File: src/rtl/ex_mm_wb_pipe_pkg.sv
// Shared widths, stage record types and the MM bubble constant for the EX->MM->WB pipe.
package ex_mm_wb_pipe_pkg;

    localparam int DATA_W_DEF = 16;
    localparam int REG_AW_DEF = 3;

    typedef struct packed {
        logic [REG_AW_DEF-1:0] rd;
        logic                  wb;
        logic                  mem_rd;
        logic                  mem_wr;
        logic [DATA_W_DEF-1:0] alu;
        logic [DATA_W_DEF-1:0] st_data;
    } mm_stage_t;

    typedef struct packed {
        logic [REG_AW_DEF-1:0] rd;
        logic                  wb;
        logic [DATA_W_DEF-1:0] wdata;
    } wb_stage_t;

    localparam mm_stage_t MM_BUBBLE = '0;

endpackage

File: src/rtl/ex_mm_wb_pipe_pipe_reg_stage.sv
// Generic pipeline register: async active-low clear, stall holds, flush loads BUBBLE.
module pipe_reg_stage #(
    parameter int           W      = 8,
    parameter logic [W-1:0] BUBBLE = '0
) (
    input  logic         clk,
    input  logic         rst_n,
    input  logic         stall_i,
    input  logic         flush_i,
    input  logic [W-1:0] d_i,
    output logic [W-1:0] q_o
);

    logic [W-1:0] data_q;
    logic [W-1:0] data_d;

    always_comb begin
        data_d = data_q;
        if (!stall_i) begin
            data_d = flush_i ? BUBBLE : d_i;
        end
    end

    always_ff @(posedge clk or negedge rst_n) begin
        if (!rst_n) begin
            data_q <= '0;
        end else begin
            data_q <= data_d;
        end
    end

    assign q_o = data_q;

endmodule

File: src/rtl/ex_mm_wb_pipe.sv
// MM and WB stage registers with retire counter.
// Optional macro LOAD_USE_DET_EN adds rs_Id/rt_Id inputs and the load_use_hz output.
module ex_mm_wb_pipe
    import ex_mm_wb_pipe_pkg::*;
#(
    parameter int DATA_W = DATA_W_DEF,
    parameter int REG_AW = REG_AW_DEF
) (
    input  logic              clk,
    input  logic              rst_n,
    input  logic              stall,
    input  logic              flush_Ex,
    input  logic [REG_AW-1:0] rd_Ex,
    input  logic              WB_Ex,
    input  logic              mem_rd_Ex,
    input  logic              mem_wr_Ex,
    input  logic [DATA_W-1:0] alu_Ex,
    input  logic [DATA_W-1:0] st_data_Ex,
    input  logic [DATA_W-1:0] rdata_MM,
    output logic [REG_AW-1:0] rd_MM,
    output logic              WB_MM,
    output logic [DATA_W-1:0] alu_MM,
    output logic [DATA_W-1:0] st_data_MM,
    output logic              mem_rd_MM,
    output logic              mem_wr_MM,
    output logic [REG_AW-1:0] rd_WB,
    output logic              WB_WB,
    output logic [DATA_W-1:0] wdata_WB,
`ifdef LOAD_USE_DET_EN
    input  logic [REG_AW-1:0] rs_Id,
    input  logic [REG_AW-1:0] rt_Id,
    output logic              load_use_hz,
`endif
    output logic [15:0]       retire_cnt
);

    mm_stage_t   mm_d;
    mm_stage_t   mm_q;
    wb_stage_t   wb_d;
    wb_stage_t   wb_q;
    logic [15:0] retire_cnt_q;
    logic [15:0] retire_cnt_d;

    // Writes to r0 are dropped here so forwarding never sees them; load wins an illegal rd+wr.
    always_comb begin
        mm_d         = MM_BUBBLE;
        mm_d.rd      = rd_Ex;
        mm_d.wb      = WB_Ex && (rd_Ex != '0);
        mm_d.mem_rd  = mem_rd_Ex;
        mm_d.mem_wr  = mem_wr_Ex && !mem_rd_Ex;
        mm_d.alu     = alu_Ex;
        mm_d.st_data = st_data_Ex;
    end

    always_comb begin
        wb_d       = '0;
        wb_d.rd    = mm_q.rd;
        wb_d.wb    = mm_q.wb;
        wb_d.wdata = mm_q.mem_rd ? rdata_MM : mm_q.alu;
    end

    pipe_reg_stage #(
        .W      ($bits(mm_stage_t)),
        .BUBBLE (MM_BUBBLE)
    ) u_mm_stage (
        .clk     (clk),
        .rst_n   (rst_n),
        .stall_i (stall),
        .flush_i (flush_Ex),
        .d_i     (mm_d),
        .q_o     (mm_q)
    );

    pipe_reg_stage #(
        .W      ($bits(wb_stage_t)),
        .BUBBLE ('0)
    ) u_wb_stage (
        .clk     (clk),
        .rst_n   (rst_n),
        .stall_i (stall),
        .flush_i (1'b0),
        .d_i     (wb_d),
        .q_o     (wb_q)
    );

    // Counted on the edge that moves a writing instruction into WB, so it tracks WB_WB.
    always_comb begin
        retire_cnt_d = retire_cnt_q;
        if (!stall && wb_d.wb && (retire_cnt_q != 16'hFFFF)) begin
            retire_cnt_d = retire_cnt_q + 16'd1;
        end
    end

    always_ff @(posedge clk or negedge rst_n) begin
        if (!rst_n) begin
            retire_cnt_q <= '0;
        end else begin
            retire_cnt_q <= retire_cnt_d;
        end
    end

`ifdef LOAD_USE_DET_EN
    assign load_use_hz = mem_rd_Ex && WB_Ex && (rd_Ex != '0) &&
                         ((rd_Ex == rs_Id) || (rd_Ex == rt_Id));
`endif

    assign rd_MM      = mm_q.rd;
    assign WB_MM      = mm_q.wb;
    assign alu_MM     = mm_q.alu;
    assign st_data_MM = mm_q.st_data;
    assign mem_rd_MM  = mm_q.mem_rd;
    assign mem_wr_MM  = mm_q.mem_wr;
    assign rd_WB      = wb_q.rd;
    assign WB_WB      = wb_q.wb;
    assign wdata_WB   = wb_q.wdata;
    assign retire_cnt = retire_cnt_q;

endmodule

File: config.mk
export PLATFORM = sky130hd
export DESIGN_NAME = ex_mm_wb_pipe
export DESIGN_NICKNAME = d
export VERILOG_FILES = /design/src/rtl/ex_mm_wb_pipe_pkg.sv /design/src/rtl/ex_mm_wb_pipe_pipe_reg_stage.sv /design/src/rtl/ex_mm_wb_pipe.sv
export SDC_FILE = /design/constraint.sdc
export NUM_CORES = 1
export LEC_CHECK = 0
export ABC_CLOCK_PERIOD_IN_PS = 1750
export CAP_MARGIN = 30
export CORE_MARGIN = 1
export CORE_UTILIZATION = 39
export CTS_BUF_LIST = sky130_fd_sc_hd__clkbuf_16
export CTS_CLUSTER_SIZE = 12
export DETAILED_ROUTE_END_ITERATION = 6
export GPL_ROUTABILITY_DRIVEN = 1
export GPL_TIMING_DRIVEN = 0
export PLACE_DENSITY = 0.77
export SYNTH_ARGS = -nofsm -noshare
export SYNTH_HDL_FRONTEND = slang
export SYNTH_SLANG_ARGS = --single-unit
File: constraint.sdc
create_clock -name clk -period 1.75 [get_ports clk]
set_clock_uncertainty 0.05 [all_clocks]
set_input_delay 0.175 -clock clk [delete_from_list [all_inputs] [get_ports clk]]
set_output_delay 0.175 -clock clk [all_outputs]
set_load 0.03 [all_outputs]
; ---- Yosys cells after proc, flatten, opt, wreduce, memory -nomap -nowiden
; Cells that the tools add are included.
[op_classes]
add_sub_neg = 1
eq_ne = 1
muxes = 2
n_reduce_logical = 7
[op_table]
columns = op, count
row1 = $mux W38, 1
row2 = $add A16 B1 Y16 const B, 1
row3 = $mux W16, 1
row4 = $ne A16 B16 Y1 const B, 1
row5 = $logic_and A1 B1 Y1, 4
row6 = $reduce_bool A3 Y1, 1
row7 = $logic_not A1 Y1, 2
[totals]
regBits = 74
in_bits = 58
output_inout_bits = 74
word_cells = 14

; ---- Logic depth before layout (Yosys ltp)
[depth]
word_depth = 3
mapped_depth = 5
ltp_nobuf = 5

; ---- Modules after synthesis
; A second synthesis with hierarchy kept.
[hier_totals]
cells_unflattened = 344
area_unflattened_um2 = 3538.4
[modules_own_cells]
columns = module, instances, cells_per_inst, area_per_inst_um2, seq_area_each_um2
row1 = pipe_reg_stage (u_mm_stage), 1, 163, 1685.4, 950.9
row2 = ex_mm_wb_pipe, 1, 96, 1022.2, 400.4
row3 = pipe_reg_stage (u_wb_stage), 1, 85, 830.8, 500.5

; ---- Least setup slack after synthesis
; OpenSTA, ideal clock, no wires.
[synth_timing]
path_type = register -> register
startpoint = register retire_cnt_q[0], in the netlist retire_cnt[0]
endpoint = register retire_cnt_q[1], in the netlist retire_cnt[1]
setup_time_ns = 0.128
t_arrival_ns = 1.722
required_ns = 1.572
setup_slack_ns = -0.150
path_stages_with_launch = 6
n_path_buf = 0
synth_period_minus_slack_ns = 1.900
cell_sequence = dfrtp_1 ha_1 nand4_1 nor4_4 nor2_1 mux2_1
[synth_between]
elab_chain_cells = 2
elab_cells_between_ends = 3
classes_between = 1 x add/sub / 1 x eq/ne / 1 x reduce/logical
[synth_lines]
columns = item, line
row1 = "start, declared", ex_mm_wb_pipe.sv:41  ; logic [15:0] retire_cnt_q;
row2 = "start signal, assigned", ex_mm_wb_pipe.sv:98  ; retire_cnt_q <= retire_cnt_d;
row3 = "parallel branches: the longest is 2 deep, another holds $add A16 B1 Y16", -
; Parallel ways; which one is timed is not known.
; A chain may end at the register's enable or synchronous reset.

; ---- Worst setup path in the final report
[layout_timing]
startpoint = register retire_cnt_q[0], in the netlist retire_cnt[0]
endpoint = register retire_cnt_q[15], in the netlist retire_cnt[15]
; Same word-level chain as after synthesis.

==> results.md <==
* Maximum level of the CTS H-tree at 3
* Upper clock frequency limit at 568 MHz
* Initial core utilization at 40.9%
* Max-Cap Viols at 0
* Data required time at the worst endpoint at 1.92 ns
* Clock tree from TritonCTS: done
* 1st-iter DRT viols at 102
* Most frequent standard cell in the layout excluding fill and tap cells: clkdlybuf4s50_1
* Number of design rule violations left after detail routing at 0
* DRT antenna net count at 0
* Leak pwr at 2.29 nW
* CTS clock-pin slew for the worst setup and hold paths at 0.06 ns
* GRT Residual Overflow at 0
* Number of distinct library cells after synthesis at 37
* Sum of net half-perimeters after detailed placement at 6460 µm
* Status: complete, but fails checks
* Pre-CTS setup slack at -0.474 ns
* Average instance area after synthesis at 9.96 µm²
* Class of the tightest hold or removal check: in -> async
* Final wirelength at 8980 µm
* Transition time at the pin with the least slew margin at 0.580 ns
* Setup repair after global routing missed its margin: true
* Setup ws final at -0.0119 ns
* Largest net degree at the start of global routing at 55
* Horizontal extent of the die at 92.7 µm
* Type of the worst setup path: reg -> reg
* Final instance area at 5100 µm²
* Minimum hold slack at 0.229 ns
* Io pins at 132
* Proportion of synthesized flip-flops having asynchronous set or reset at 100%
* Number of buffers inserted by port buffering at 131
* First-pass GRT wire length at 14,300 µm
* Portion of the clock cycle consumed by the worst path in the final layout at 101%
* Clock insertion delay at the later pin of the skew report at 0.33 ns
* Worst endpoint data arrival time at 1.93 ns
* Summed instance area of the synthesized netlist at 3210 µm²
* Sequential element share of the synthesized area at 57.7%
* Via count of the first global-routing pass at 2,888
* Worst setup EP type: register
* Most used DFF post-synth: dfrtp_1
* Overall global routing resource usage at 21.7%
* Max Fanout on Critical Path at 4
* Routed wire per std cell at 15.5 µm
* Synthesized net count at 381
* Routed via count at 2,894
* Top library cells by usage in the layout, fill and taps aside: clkdlybuf4s50_1, nand2_1, dfrtp_1
* Placed cell area at 4690 µm²
* Worst reg2reg startpoint: retire_cnt[0]
* Number of buffers created by CTS at 9
* Die area at 8590 µm²
* Final Setup Violations at 1
* Clock tree root buffer cell: clkbuf_16
* Worst setup path startpoint: retire_cnt[0]
* Kind of launch point of the worst setup path: register
* Cell Pwr Density at 1030 nW/µm²
* Gate count of the mapped netlist at 322
* Flops & latches, synth at 74
* Number of warnings issued by yosys at 0
* # clock sinks at 74
* Vias per Instance at 4.99
* Pre-antenna DRT Iters at 4
* Number of antenna violations at the first check in global routing at 0
* Hold violation count in the final report at 0
* Placeable core area at 7850 µm²
* Crit path time final at 1.76 ns
* Number of max-slew violations in the final report at 0
* Floorplan row count at 32
* Post-Route Setup TNS at -0.0119 ns
* Number of buffers on the longest clock path at 2
* Layout cells sized above 1 at 11.5%
* Fin nets at 532
* Number of enable-type register cells in the synthesized netlist at 0
* Normalized max-slew margin at 61.3%
* Maximum vdd drop at 0.477 mV
* Failing checks: negative setup slack
* Gp weighted congestion at 0.837
* Die Y at 92.7 µm
* Final core utilization at 65.0%
* ANT cells at 0
* Area growth from synthesis to final layout at 58.9%
[kinds of logic after synthesis]
group / after synthesis / share of synthesized area, %
XOR/XNOR: 12 / 3.28
AO/OA/AOI/OAI: 59 / 9.63
adder cells (fa/ha/maj): 1 / 0.390
AND/OR/NAND/NOR: 131 / 18.8
multiplexers: 21 / 6.75
buffers and inverters: 24 / 3.43
flip-flops: 74 / 57.7
[state kept, by name (all words and copies together), names as in the netlist]
| register | count |
|---|---|
| retire_cnt | 16 |
| u_mm_stage.q_o | 38 |
| u_wb_stage.q_o | 20 |
[final cells by class]
class                      instances  area (µm²)
fill                             663        2750
clock buffer                       9         225
inverter                           3        11.3
clock inverter                     7        85.1
sequential                        74        1870
multi-input combinational        224        1260
buffer                            21         103
tap                              102         128
timing repair buffer             140        1410
[worst max-delay path, stage by stage, from the launching register on]
cell,delay (ns)
dfrtp_2,0.41
ha_4,0.16
nand4_1,0.14
nor4_4,0.37
buf_4,0.18
and4b_1,0.19
xor2_1,0.14
[cell usage after synthesis, types with 2 or more instances]
cell type / number / area, µm²
dfrtp_1: 74 / 1850
nand3_1: 5 / 25.0
nand2_1: 98 / 368
nor3_1: 6 / 30.0
o21ai_0: 53 / 265
nand4_1: 4 / 25.0
mux2_1: 2 / 22.5
clkbuf_1: 15 / 56.3
nor2_1: 4 / 15.0
xor2_1: 11 / 96.3
and4b_1: 2 / 20.0
o31ai_1: 2 / 15.0
nor4_1: 2 / 12.5
mux2_2: 3 / 33.8
buf_4: 3 / 22.5
inv_1: 2 / 7.51
mux2i_1: 16 / 160
[power by group]
part	total (mW)	switching (mW)	internal, mW
clock	1.92	0.691	1.23
combinational	1.29	0.688	0.603
sequential	2.06	0.165	1.89
[worst paths after layout]
check	to	slack (ns)	depth (start not counted)
worst min register to register	retire_cnt[15]	0.43	1
max in group asynchronous	u_mm_stage.q_o[34]	0.85	3
worst min-delay path	retire_cnt[13]	0.23	2
min in group clk	u_mm_stage.q_o[14]	0.35	3
worst max-delay path	retire_cnt[15]	-0.01	6
worst max register to register	retire_cnt[15]	-0.01	6
[metrics by stage]
| stage | total power, mW | instances |
|---|---|---|
| finish | 5.27 | 580 |
| CTS | 5.27 | 579 |
| global route | 5.47 | 580 |
| global placement | 3.25 | 555 |
| floorplan | 2.66 | 322 |
| detailed placement | 3.28 | 556 |
[repair_timing]
item | 4_1_cts | 5_1_grt
setup endpoints to repair | 10 | 13
endpoints found under the hold margin | 20 | 0
pin swaps | 1 | 0
hold buffers | 1 | 0
setup buffers | 6 | 1
gates resized for setup | 3 | 9
[routing by layer]
| layer | up-vias | routed length, µm | track usage, % |
|---|---|---|---|
| li1 | 1383 | - | - |
| met1 | 1396 | 3800 | 26.5 |
| met5 | - | 0 | 0 |
| met3 | 12 | 567 | 5.42 |
| met2 | 103 | 4470 | 37.6 |
| met4 | 0 | 132 | 6.92 |
No activity file was read; power rests on OpenSTA's default activity.
==> variant 1 (same flow settings) <==
Add a define of `LOAD_USE_DET_EN`.
--- a/src/rtl/ex_mm_wb_pipe.sv
+++ b/src/rtl/ex_mm_wb_pipe.sv
@@ -1,5 +1,7 @@
 // MM and WB stage registers with retire counter.
 // Optional macro LOAD_USE_DET_EN adds rs_Id/rt_Id inputs and the load_use_hz output.
+`define LOAD_USE_DET_EN
+
 module ex_mm_wb_pipe
     import ex_mm_wb_pipe_pkg::*;
 #(
Ports: changed (added load_use_hz, rs_Id and rt_Id); port bits go from 132 to 139. The function was not compared with the original's and may differ.
==> variant 1 against the original RTL <==
- synthesized area is 6.3% higher
- utilization fell by 1.3 points
- sequential share of layout area down 1.7 points
- cell area rose by 4.1%
- fmax rose by 2.1%
- sequential cell count unchanged
- largest cell class unchanged
- synthesized cell count grew 4.7%
- routed wire length up 3.2%
- count of clock-buffer cells in the layout is the same
- setup slack better by 0.037 ns
- total power is 2.1% lower
==> variant 1: results (changes against the original RTL) <==
* Min-Delay Path Class: input pin to register
* Syn_nets at 402 (+5.5%)
* Clock Path Buffers at 2 (unchanged)
* CTS resizes at 13 (+10)
* VDD IR max at 0.4639 mV (-2.8%)
* M1 WL at 4.116 mm (+8.3%)
* Worst r2r dst: retire_cnt[8]
* Vias per cell at 5.003 (+0.27%)
* Crit-path leading delay family: simple AND/OR/NAND/NOR gates
* Leakage at 0.002329 uW (+1.8%)
* Outcome: finished clean
* GRT Overall Usage at 21.15% (-0.53 points)
* WL final at 9.265 mm (+3.2%)
* CP max-delay cell: or3_4
* Min Hold Slack at 0.1561 ns (-0.07256 ns)
* Nets at 554 (+4.1%)
* GRT met3 Usage at 5.024% (-0.39 points)
* Hpwl dp at 6.742 mm (+4.4%)
* Met2 Usage GRT at 33.93% (-3.7 points)
* Register-to-Register Setup Slack at 0.02 ns (+0.04 ns)
* Hold worst-path end: u_mm_stage.q_o[37]
* Iteration-0 DRC Markers at 72 (-29%)
* Sequential area share after synthesis at 54.29% (-3.4 points)
* Met3 WL at 548 microns (-3.4%)
* Detailed-router iteration count before antenna repair at 4 (unchanged)
* Vias in the first global route at 3004 (+4.0%)
* Post-synthesis mux area share at 7.007% (+0.26 points)
* Combinational cell power at 1340 uW (+4%)
* Post-DP Area at 4967 sq um (+5.9%)
* Postcts setup bufs at 0 (-6)
* Port Buffers at 137 (+4.6%)
* DR WL met2 at 4.446 mm (-0.60%)
* Share of post-route cells with drive strength above 1 at 9.109% (-2.4 points)
* M1 GR Usage at 27.95% (+1.5 points)
* Worst Reg-to-Reg Cells at 5 (-1)
* Worst-Margin Slew at 0.5275 ns (-0.05230 ns)
* CP startpoint: retire_cnt[1]
* Gp weighted congestion at 0.7893 (-5.6%)
* Sw Share at 30.65% (+1.4 points)
* Post-synth cell types at 40 (+8.1%)
* Synth top cells by count: dfrtp_1, nand2_1, o21ai_1, nand2b_1, mux2i_1
* Top cells by area, synth: dfrtp_1, o21ai_1, nand2_1
* XOR/XNOR share of the synthesized area at 3.852% (+0.58 points)
* Compound-Gate Fraction of Synth Area at 10.01% (+0.38 points)
* Critical path fanouts, max at 5 (+1)
* Largest net degree at the start of global routing at 40 (-27%)
* Clock share of power at 33.9% (-2.6 points)
* Adder-cell share of the synthesized area at 0.3668% (-0.023 points)
* H-Tree Depth at 3 (unchanged)
* Initial antenna violation count at 0 (unchanged)
* First-pass GRT wire length at 14.68 mm (+2.7%)
* CP peak stage delay at 0.44 ns (+0.03 ns)
## variant 1: worst max path at each step
stage                    endpoint  slack (ns)  cells after the start
finish              retire_cnt[8]        0.02                      5
global route        retire_cnt[1]       -0.06                      4
CTS                 retire_cnt[8]       0.003                      5
detailed placement    load_use_hz       -0.52                      6
global placement    retire_cnt[8]       -2.36                      1
floorplan           retire_cnt[8]      0.0009                      5
## variant 1: stage by stage
step | setup slack (ns) | power, uW | instances
floorplan | 0.0008793 | 2766 | 337
global placement | -2.358 | 3393 | 579
detailed placement | -0.5244 | 3424 | 580
CTS | 0.003495 | 5180 | 597
global route | -0.06402 | 5366 | 599
finish | 0.02474 | 5159 | 599
## variant 1: area by class of cell
| type | count | area (sq um) |
|---|---|---|
| buffer | 22 | 108.9 |
| clock inverter | 7 | 53.80 |
| tap | 105 | 131.4 |
| timing repair buffer | 141 | 1419 |
| multi-input combinational | 237 | 1498 |
| inverter | 4 | 15.01 |
| fill | 708 | 3033 |
| clock buffer | 9 | 225.2 |
| sequential | 74 | 1857 |
==> variant 2 (same settings) <==
Made on the original files. Reset style: synchronous (`rst_n`), changed in 2 clocked blocks. Comments in the files are not updated.
--- a/src/rtl/ex_mm_wb_pipe_pipe_reg_stage.sv
+++ b/src/rtl/ex_mm_wb_pipe_pipe_reg_stage.sv
@@ -21,7 +21,7 @@
         end
     end
 
-    always_ff @(posedge clk or negedge rst_n) begin
+    always_ff @(posedge clk) begin
         if (!rst_n) begin
             data_q <= '0;
         end else begin
--- a/src/rtl/ex_mm_wb_pipe.sv
+++ b/src/rtl/ex_mm_wb_pipe.sv
@@ -91,7 +91,7 @@
         end
     end
 
-    always_ff @(posedge clk or negedge rst_n) begin
+    always_ff @(posedge clk) begin
         if (!rst_n) begin
             retire_cnt_q <= '0;
         end else begin
Check against the original RTL: differs if rst_n is asserted again (counterexample within 4 cycles, from zero or initial values and one cycle with rst_n low); with rst_n held inactive, the same outputs for 10 cycles.
==> variant 2 against the original RTL <==
- routed wire length down 1.7%
- sequential cell count unchanged
- highest routed layer unchanged
- largest cell class unchanged
- synthesized cell count up 1.9%
- fmax up 2.0%
- cell area down 5.5%
- critical path depth down 1
- synthesized area down 8.3%
- utilization up 1.1 points
- setup slack better by 0.034 ns
- critical endpoint is now retire_cnt[9]
- die area down 8.1%
Power is not compared: it rests on default switching activity, and its combinational part moved more than twofold at a synthesized area within 25%.
==> variant 2: results (changes against the original RTL) <==
* Min-Delay Path Class: input pin to register
* WL final at 8.822 mm (-1.7%)
* Outcome: finished clean
* Vias per cell at 5.262 (+5.5%)
* M1 WL at 3.625 mm (-4.6%)
* Hpwl dp at 6.207 mm (-3.9%)
* Yosys Warn Count at 0 (unchanged)
* Main synth FF type: dfxtp_1
* Port Buffers at 130 (-0.76%)
* Min Hold Slack at 0.1580 ns (-0.07070 ns)
* Nets at 533 (+0.19%)
* Skew-Pair Late Insertion Delay at 0.33 ns (about the same)
* Max reg flops at 38 (unchanged)
* Post-synth cell types at 36 (-2.7%)
* FFs w/ async S/R, synth at 0% (-100 points)
* Critical path fanouts, max at 10 (+6)
* H-Tree Depth at 3 (unchanged)
* Sequential area share after synthesis at 50.34% (-7.4 points)
* GRT Overall Usage at 22.11% (+0.43 points)
* Leakage at about 0.0017 uW
* Worst-Margin Slew at 0.5569 ns (-0.02287 ns)
* CTS Root Cell: clkbuf_16
* Max Used Layer: met4
* Vias in the first global route at 2757 (-4.5%)
* Reg clk slew, reported paths at 0.06 ns (about the same)
* Synth top cells by count: nor2_1, dfxtp_1, a22oi_1, a21oi_1
* Share of post-route cells with drive strength above 1 at 10.67% (-0.84 points)
* VDD IR max at 0.4876 mV
* Top cells by area, synth: dfxtp_1, nor2_1, a22oi_1
* Detailed-router iteration count before antenna repair at 4 (unchanged)
* Gp weighted congestion at 0.8798 (+5.2%)
* Largest net degree at the start of global routing at 13 (-76%)
* Ant. Diodes at 0 (unchanged)
* Clock Path Buffers at 2 (unchanged)
* Worst Path Arrival at 1.93 ns (about the same)
* TritonCTS buffer count at 9 (unchanged)
* Hold Crit Start: stall
* CP startpoint: u_mm_stage.q_o[34]
* Initial antenna violation count at 0 (unchanged)
* First-pass GRT wire length at 13.27 mm (-7.2%)
* Syn_nets at 387 (+1.6%)
* DR WL met2 at 4.384 mm (-2.0%)
* Iteration-0 DRC Markers at 112 (+9.8%)
* Met3 WL at 603 microns (+6.3%)
-- variant 2: path summary, 6_finish.rpt --
kind                            cells past startpoint            endpoint  slack [ns]
worst max-delay path                                5       retire_cnt[9]        0.02
worst min-delay path                                3  u_wb_stage.q_o[16]        0.16
worst max register to register                      5       retire_cnt[9]        0.02
worst min register to register                      2  u_wb_stage.q_o[16]        0.44
-- variant 2: area by class of cell --
type	instances	area, sq um
Inverter	3	11.26
Multi-Input combinational cell	225	1399
Clock buffer	9	225.2
Timing Repair Buffer	135	1339
Sequential cell	74	1503
Clock inverter	6	82.58
Buffer	26	133.9
Tap cell	99	123.9
Fill cell	609	2475
-- variant 2: kinds of logic (layout without fill, tap and decap cells) --
kind of cell             Yosys count  in the layout  synth area share, %
flip-flops                        74             74                50.34
AND/OR/NAND/NOR                  119            119                19.09
AO/OA/AOI/OAI                     83             83                18.32
XOR/XNOR                           2              2               0.5953
multiplexers                      20             20                6.803
adder cells (fa/ha/maj)            1              1               0.4251
buffers and inverters             29            179                4.422
-- variant 2: what timing repair did --
item	CTS	global route
hold endpoints to repair	0	0
cloned	0	1
setup endpoints to repair	11	21
pin swaps	1	4
gates resized for setup	2	19
buffers inserted	1	3
-- variant 2: critical path, stage by stage (launching register included) --
cell and delay (ns):
dfxtp_4 0.37, nand2b_4 0.08, or3_1 0.38, buf_6 0.15
or4_1 0.47, a21oi_1 0.16
-- variant 2: power breakdown --
part,switching (uW),total (uW),internal [uW]
sequential,31.2,1760,1730
combinational,256,510,254
clock,672,1900,1230
total,959,4170,3210
-- variant 2: metrics by stage --
| step | setup slack, ns | std cells | instance area [sq um] | power, uW |
|---|---|---|---|---|
| after floorplan | -0.009495 | 328 | 2969 | 2038 |
| after global placement | -0.2077 | 557 | 4394 | 2298 |
| after detailed placement | -0.2683 | 557 | 4394 | 2304 |
| after CTS | -0.0008722 | 573 | 4720 | 4191 |
| after global routing | -0.06247 | 577 | 4817 | 4312 |
| final | 0.02211 | 577 | 4817 | 4172 |
-- variant 2: per-layer routing --
metal  GRT usage [%]  up-vias
met5               0        -
met4           11.14        0
met2           36.29      116
met3           4.851       15
met1           27.34     1422
li1                -     1483
